## src/rtl/hamming_enc_engine.sv

```systemverilog
// hamming_enc_engine: reads NUM_MSG 11-bit messages from byte memory,
// encodes each as a SECDED (16,11) Hamming codeword, writes it back.
//
// Ports:
//   clk          rising-edge clock
//   reset        asynchronous active-high reset
//   start        run request (honoured only in IDLE or DONE)
//   done         high while the engine sits in DONE
//   mem_addr     byte address (reads and writes)
//   mem_rd_data  combinational read data for mem_addr
//   mem_wr_en    write strobe, memory captures on rising clk
//   mem_wr_data  write data
module hamming_enc_engine #(
    parameter int NUM_MSG  = 15,
    parameter int SRC_BASE = 0,
    parameter int DST_BASE = 30
) (
    input  logic       clk,
    input  logic       reset,
    input  logic       start,
    output logic       done,
    output logic [7:0] mem_addr,
    input  logic [7:0] mem_rd_data,
    output logic       mem_wr_en,
    output logic [7:0] mem_wr_data
);

    typedef enum logic [2:0] {
        S_IDLE,
        S_RD_LO,
        S_RD_HI,
        S_WR_LO,
        S_WR_HI,
        S_DONE
    } state_t;

    localparam logic [7:0] LP_SRC  = 8'(SRC_BASE);
    localparam logic [7:0] LP_DST  = 8'(DST_BASE);
    localparam logic [3:0] LP_LAST = 4'(NUM_MSG - 1);

    state_t      r_state;
    state_t      w_next;
    logic [3:0]  r_idx;
    logic [7:0]  r_lo;
    logic [2:0]  r_hi;

    logic        w_ld_lo;
    logic        w_ld_hi;
    logic        w_idx_clr;
    logic        w_idx_inc;

    logic [7:0]  w_off;
    logic [11:1] w_d;
    logic        w_p8;
    logic        w_p4;
    logic        w_p2;
    logic        w_p1;
    logic        w_p0;
    logic [15:0] w_cw;

    // Byte offset of message/codeword i; wraps modulo 256 with the base.
    assign w_off = {3'b000, r_idx, 1'b0};

    // Message bits d[11:1] taken straight from the latched bytes.
    assign w_d = {r_hi, r_lo};

    assign w_p8 = ^w_d[11:5];
    assign w_p4 = (^w_d[11:8]) ^ (^w_d[4:2]);
    assign w_p2 = w_d[11] ^ w_d[10] ^ w_d[7] ^ w_d[6]
                ^ w_d[4] ^ w_d[3] ^ w_d[1];
    assign w_p1 = w_d[11] ^ w_d[9] ^ w_d[7] ^ w_d[5]
                ^ w_d[4] ^ w_d[2] ^ w_d[1];
    // Overall parity covers data and the four Hamming bits (SECDED).
    assign w_p0 = (^w_d) ^ w_p8 ^ w_p4 ^ w_p2 ^ w_p1;

    assign w_cw = {w_d[11:5], w_p8, w_d[4:2], w_p4,
                   w_d[1], w_p2, w_p1, w_p0};

    always_ff @(posedge clk or posedge reset) begin
        if (reset) begin
            r_state <= S_IDLE;
        end else begin
            r_state <= w_next;
        end
    end

    always_ff @(posedge clk or posedge reset) begin
        if (reset) begin
            r_idx <= 4'd0;
            r_lo  <= 8'd0;
            r_hi  <= 3'd0;
        end else begin
            if (w_ld_lo) begin
                r_lo <= mem_rd_data;
            end
            if (w_ld_hi) begin
                r_hi <= mem_rd_data[2:0];
            end
            if (w_idx_clr) begin
                r_idx <= 4'd0;
            end else if (w_idx_inc) begin
                r_idx <= r_idx + 4'd1;
            end
        end
    end

    // Outputs decode from r_state only, so an async reset drives them
    // to zero at once without waiting for a clock.
    always_comb begin
        w_next      = r_state;
        done        = 1'b0;
        mem_addr    = 8'd0;
        mem_wr_en   = 1'b0;
        mem_wr_data = 8'd0;
        w_ld_lo     = 1'b0;
        w_ld_hi     = 1'b0;
        w_idx_clr   = 1'b0;
        w_idx_inc   = 1'b0;
        unique case (r_state)
            S_IDLE: begin
                if (start) begin
                    w_next    = S_RD_LO;
                    w_idx_clr = 1'b1;
                end
            end
            S_RD_LO: begin
                mem_addr = LP_SRC + w_off;
                w_ld_lo  = 1'b1;
                w_next   = S_RD_HI;
            end
            S_RD_HI: begin
                mem_addr = LP_SRC + w_off + 8'd1;
                w_ld_hi  = 1'b1;
                w_next   = S_WR_LO;
            end
            S_WR_LO: begin
                mem_addr    = LP_DST + w_off;
                mem_wr_en   = 1'b1;
                mem_wr_data = w_cw[7:0];
                w_next      = S_WR_HI;
            end
            S_WR_HI: begin
                mem_addr    = LP_DST + w_off + 8'd1;
                mem_wr_en   = 1'b1;
                mem_wr_data = w_cw[15:8];
                if (r_idx == LP_LAST) begin
                    w_next = S_DONE;
                end else begin
                    w_idx_inc = 1'b1;
                    w_next    = S_RD_LO;
                end
            end
            S_DONE: begin
                done = 1'b1;
                if (start) begin
                    w_next    = S_RD_LO;
                    w_idx_clr = 1'b1;
                end
            end
            default: begin
                w_next = S_IDLE;
            end
        endcase
    end

endmodule

```

## config.mk

```make
export PLATFORM = sky130hd
export DESIGN_NAME = hamming_enc_engine
export DESIGN_NICKNAME = d
export VERILOG_FILES = /design/src/rtl/hamming_enc_engine.sv
export SDC_FILE = /design/constraint.sdc
export NUM_CORES = 1
export LEC_CHECK = 0
export BUFFER_PORTS_ARGS = -buffer_cell sky130_fd_sc_hd__buf_2
export CAP_MARGIN = 10
export CORE_MARGIN = 4
export CORE_UTILIZATION = 56
export CTS_CLUSTER_DIAMETER = 30
export DETAILED_ROUTE_END_ITERATION = 10
export PLACE_DENSITY = 0.81
export SKIP_CTS_REPAIR_TIMING = 1
export SYNTH_ARGS = -nofsm -noshare
export SYNTH_HDL_FRONTEND = slang
export SYNTH_SLANG_ARGS = --single-unit
export TNS_END_PERCENT = 30
```

## constraint.sdc

```tcl
create_clock -name clk -period 4 [get_ports clk]
set_clock_uncertainty 0.15 [all_clocks]
set_input_delay 1.2 -clock clk [delete_from_list [all_inputs] [get_ports clk]]
set_output_delay 1.2 -clock clk [all_outputs]
set_load 0.005 [all_outputs]
```

### After elaboration in Yosys (flattened, before gate mapping)

Cells that the tools add are included.

* register bits after elaboration: 18
* output and inout port bits: 18
* word-level logic and storage cells: 55

* add/subtract/negate cells: 4
* equal/unequal tests: 7
* muxes and demuxes: 15
* bitwise operators: 17
* reductions and logical operators: 8

Operators by type and width (number)
* case mux 7 bit (4 select lines): 1
* XOR 1 bit: 17
* case mux 8 bit (2 select lines): 1
* case mux 3 bit (5 select lines): 1
* XOR reduction 11 bit: 1
* two-way mux 1 bit: 8
* two-way mux 4 bit: 2
* adder 6 x 1 -> 7 bit, second input constant: 1
* XOR reduction 7 bit: 1
* adder 5 x 1 -> 6 bit, second input constant: 1
* adder 5 x 5 -> 6 bit, first input constant: 1
* == test 3 x 2 -> 1 bit, second input constant: 2
* == test 3 bit, second input constant: 2
* two-way mux 3 bit: 2
* adder 4 x 1 -> 4 bit, second input constant: 1
* == test 4 bit, second input constant: 1
* OR reduction 2 bit: 2
* XOR reduction 4 bit: 1
* == test 3 x 1 -> 1 bit, second input constant: 1
* zero test 3 bit: 1
* XOR reduction 3 bit: 1
* != test 2 x 1 -> 1 bit, second input constant: 1
* nonzero test 2 bit: 1

### Depth between registers and ports, before layout

* word-level depth: 9
* gate-level depth with buffers: 7

### Worst setup path before layout

OpenSTA, ideal clock, no wires.

* kind: register to output
* from: register r_lo[3]
* to: output mem_wr_data[0]
* arrival: 1523 ps
* path slack: 1127 ps
* stages on the path, launching flop included: 5
* path buffers: 0
* cells stage by stage: dfrtp_1 -> xnor3_1 -> xnor3_1 -> xnor3_1 -> o22ai_1

* cells in the longest elaborated chain, start to end: 6

RTL lines
* from (decl): line 44 `logic [7:0] r_lo;`
* from (signal assigned): line 94 `r_lo <= mem_rd_data;`
* XOR reduction 11 bit, or another cell as far along: line 74 `assign w_p0 = (^w_d) ^ w_p8 ^ w_p4 ^ w_p2 ^ w_p1;`
* XOR 1 bit, on equally long branches: line 74, 68, 70
* XOR 1 bit, on equally long branches: line 74, 70
* XOR 1 bit: line 74
* XOR 1 bit (*): line 74
* case mux 8 bit (2 select lines) (*): line 119 `unique case (r_state)`
* to (decl): line 25 `output logic [7:0] mem_wr_data`

Every way passes the cells marked *; elsewhere a longest branch is shown, timed or not.

### Final worst setup path

* from: register r_hi[0]
* to: output mem_wr_data[0]

* cells in the longest elaborated chain, start to end: 8

RTL lines
* from (decl): line 45 `logic [2:0] r_hi;`
* from (signal assigned): line 97 `r_hi <= mem_rd_data[2:0];`
* XOR 1 bit (3 in a row): line 71 `assign w_p1 = w_d[11] ^ w_d[9] ^ w_d[7] ^ w_d[5]`
* XOR 1 bit (3 in a row): line 72 `^ w_d[4] ^ w_d[2] ^ w_d[1];`
* XOR 1 bit: line 74
* case mux 8 bit (2 select lines) (*): line 119

Marks and branches as above.

==> results.sh <==
export IMPL_syn_to_final_growth_pct=14.0
export IMPL_core_um2=2000
export IMPL_critPathLaunchType="flip-flop"
export IMPL_hold_violations=0
export IMPL_nets=164
export IMPL_drtPass1Iterations=4
export IMPL_synth_top_area_cell="dfrtp_1"
export IMPL_clock_latency_ns=0.30
export IMPL_synth_top_flop_cell="dfrtp_1"
export IMPL_avgSynthCellArea_um2=9.93
export IMPL_cts_htree_levels=1
export IMPL_synth_cell_area_um2=1210
export IMPL_yosys_cell_types_count=25
export IMPL_yosysTopAreaCellShare_pct=37.2
export IMPL_finalWirelength_um=2560
export IMPL_hold_path_class="flip-flop to flip-flop"
export IMPL_rows=16
export IMPL_cts_root_buf="clkbuf_4"
export IMPL_numCtsBuffers=3
export IMPL_p_per_area_nw_per_um2=1090
export IMPL_dieHeight_um=54.5
export IMPL_synth_common_cells="18 x dfrtp_1, 11 x mux2_2, 11 x xnor2_1"
export IMPL_fin_crit_sh_pct=85.7
export IMPL_cts_sinks=18
export IMPL_grt_pass1_wl_um=4110
export IMPL_setup_viol=0
export IMPL_tightest_slew_ns=0.706
export IMPL_synth_edf_count=0
export IMPL_setup_ws_ns=0.574
export IMPL_ir_drop_uv=720
export IMPL_synth_seq_cells=18
export IMPL_ys_seq_area_share_pct=37.2
export IMPL_cts_buffer_depth=2
export IMPL_crit_required_ns=2.65
export IMPL_num_io_pins=29
export IMPL_grt_ovfl_total=0
export IMPL_grt_pass1_vias=890
export IMPL_synth_most_common_cell="dfrtp_1"
export IMPL_dp_hpwl_um=1980
export IMPL_syn_inst=122
export IMPL_initial_core_util_pct=60.5
export IMPL_antenna_found_initial=0
export IMPL_yosysWarnings=0
export IMPL_drv_slew=0
export IMPL_relSlewSlack_pct=52.7
export IMPL_antennaDiodeCount=0
export IMPL_clk_pin_slew_ns=0.10
export IMPL_die_area_um2=2970
export IMPL_ant_nets=0
export IMPL_drive_above_1_share_pct=29.7
export IMPL_drv_cap=0
export IMPL_rsz0062_at_grt="false"
export IMPL_cp_max_fo=4
export IMPL_status="finished, final reports clean"
export IMPL_gr_usage_all_layers_pct=20.1
export IMPL_fin_crit_ns=3.43
export IMPL_vias=940
export IMPL_port_buffers=26
export IMPL_drc=0
export IMPL_cts_tree="yes"
export IMPL_critical_path_class="flip-flop to output port"
export IMPL_ys_top_cells_by_area="dfrtp_1 37%, mux2_2 10%, xnor2_1 8.0%"
export IMPL_place_congestion=0.833
export IMPL_drtIter0Drc=18
export IMPL_die_w_um=54.5
export IMPL_max_freq_mhz=292
export IMPL_p_leak_nw=0.670
export IMPL_async_flop_share_pct=100
export IMPL_pre_cts_slack_ns=0.888
export IMPL_critPathArrivalTime_ns=2.08
export IMPL_worstSetupEndpointType="output port"
export IMPL_grt_start_max_net_pins=19
export IMPL_fin_setup_tns_ns=0
export IMPL_wl_per_cell_um=14.6
export IMPL_avgViaCountPerCell=5.37
## metal layers
layer  vias to the layer above  GRT usage (%)  share of wire (%)
met5                         -              0                  0
met4                         0           11.2                2.4
met3                         7           4.09                5.0
met2                        22           30.7                 47
met1                       443           26.6                 46
li1                        468              -                  -
## critical path, stage by stage, from the launching register on
cell,delay [ns]
dfrtp_1,0.44
xor2_1,0.23
xnor3_1,0.45
xnor3_1,0.38
o22ai_1,0.15
buf_2,0.13
## report_power, final
group | leakage (nW) | switching, mW | internal (mW)
combinational | 0.434 | 0.428 | 0.605
sequential | 0.222 | 0.121 | 0.266
clock | 0.0138 | 0.0560 | 0.0351
## cells by family after synthesis
logic type | synth area share, %
AO/OA/AOI/OAI | 11.2
XOR/XNOR | 19.7
adder cells (fa/ha/maj) | 3.10
buffers and inverters | 4.75
flip-flops | 37.2
multiplexers | 10.2
other | 0.310
AND/OR/NAND/NOR | 13.5
## path summary, 6_finish.rpt
check / from / end / slack [ns] / cells after the start
min reg2reg: r_hi[1]$_DFFE_PP0P_ / r_hi[1]$_DFFE_PP0P_ / 0.43 / 1
max in group asynchronous: reset / r_state[2]$_DFFE_PP0P_ / 2.44 / 2
max: r_hi[0]$_DFFE_PP0P_ / mem_wr_data[0] / 0.57 / 5
min: r_hi[1]$_DFFE_PP0P_ / r_hi[1]$_DFFE_PP0P_ / 0.43 / 1
max reg2reg: r_state[0]$_DFFE_PP0P_ / r_lo[1]$_DFFE_PP0P_ / 2.11 / 3
min in group asynchronous: reset / r_lo[2]$_DFFE_PP0P_ / 0.83 / 2
## cell usage in the layout (no fill, tap or decap)
master     n
o21ai_0   10
conb_1     2
ha_1       3
dfrtp_1   18
xor2_1     6
a22o_1     4
nor2_1     9
a21oi_1    6
nand2_1   10
inv_1      6
nor3_2     1
nand3b_1   1
buf_4      2
xnor3_1    4
nor3b_1    3
buf_2     26
mux2_2    11
o22ai_1    2
nand2b_1   2
nand3_1    4
clkbuf_4   3
or3b_2     1
xnor2_1   11
o31ai_1    1
and3_1     1
nor3_1     1
## through the flow
step / area (um2) / utilization, % / cells / power [mW] / hold WS (ns)
finish: 1380 / 69.0 / 175 / 1.51 / 0.430
global route: 1380 / 69.0 / 175 / 1.66 / 0.446
CTS: 1380 / 69.0 / 175 / 1.52 / 0.430
detailed placement: 1360 / 67.9 / 172 / 1.43 / 0.407
global placement: 1360 / 67.9 / 172 / 1.38 / 0.387
floorplan: 1210 / - / 123 / 1.19 / 0.374
## sequential cells by signal (all words and copies together) (netlist names)
signal   flops
r_lo         8
r_hi         3
r_state      3
r_idx        4
## layout make-up
class                           count  area [um2]
Inverter                            6        22.5
Tap cell                           27        33.8
Multi-Input combinational cell     93         707
Timing Repair Buffer               28         145
Fill cell                         174         621
Sequential cell                    18         450
Clock buffer                        3        22.5
(Power assumes the default switching activity.)
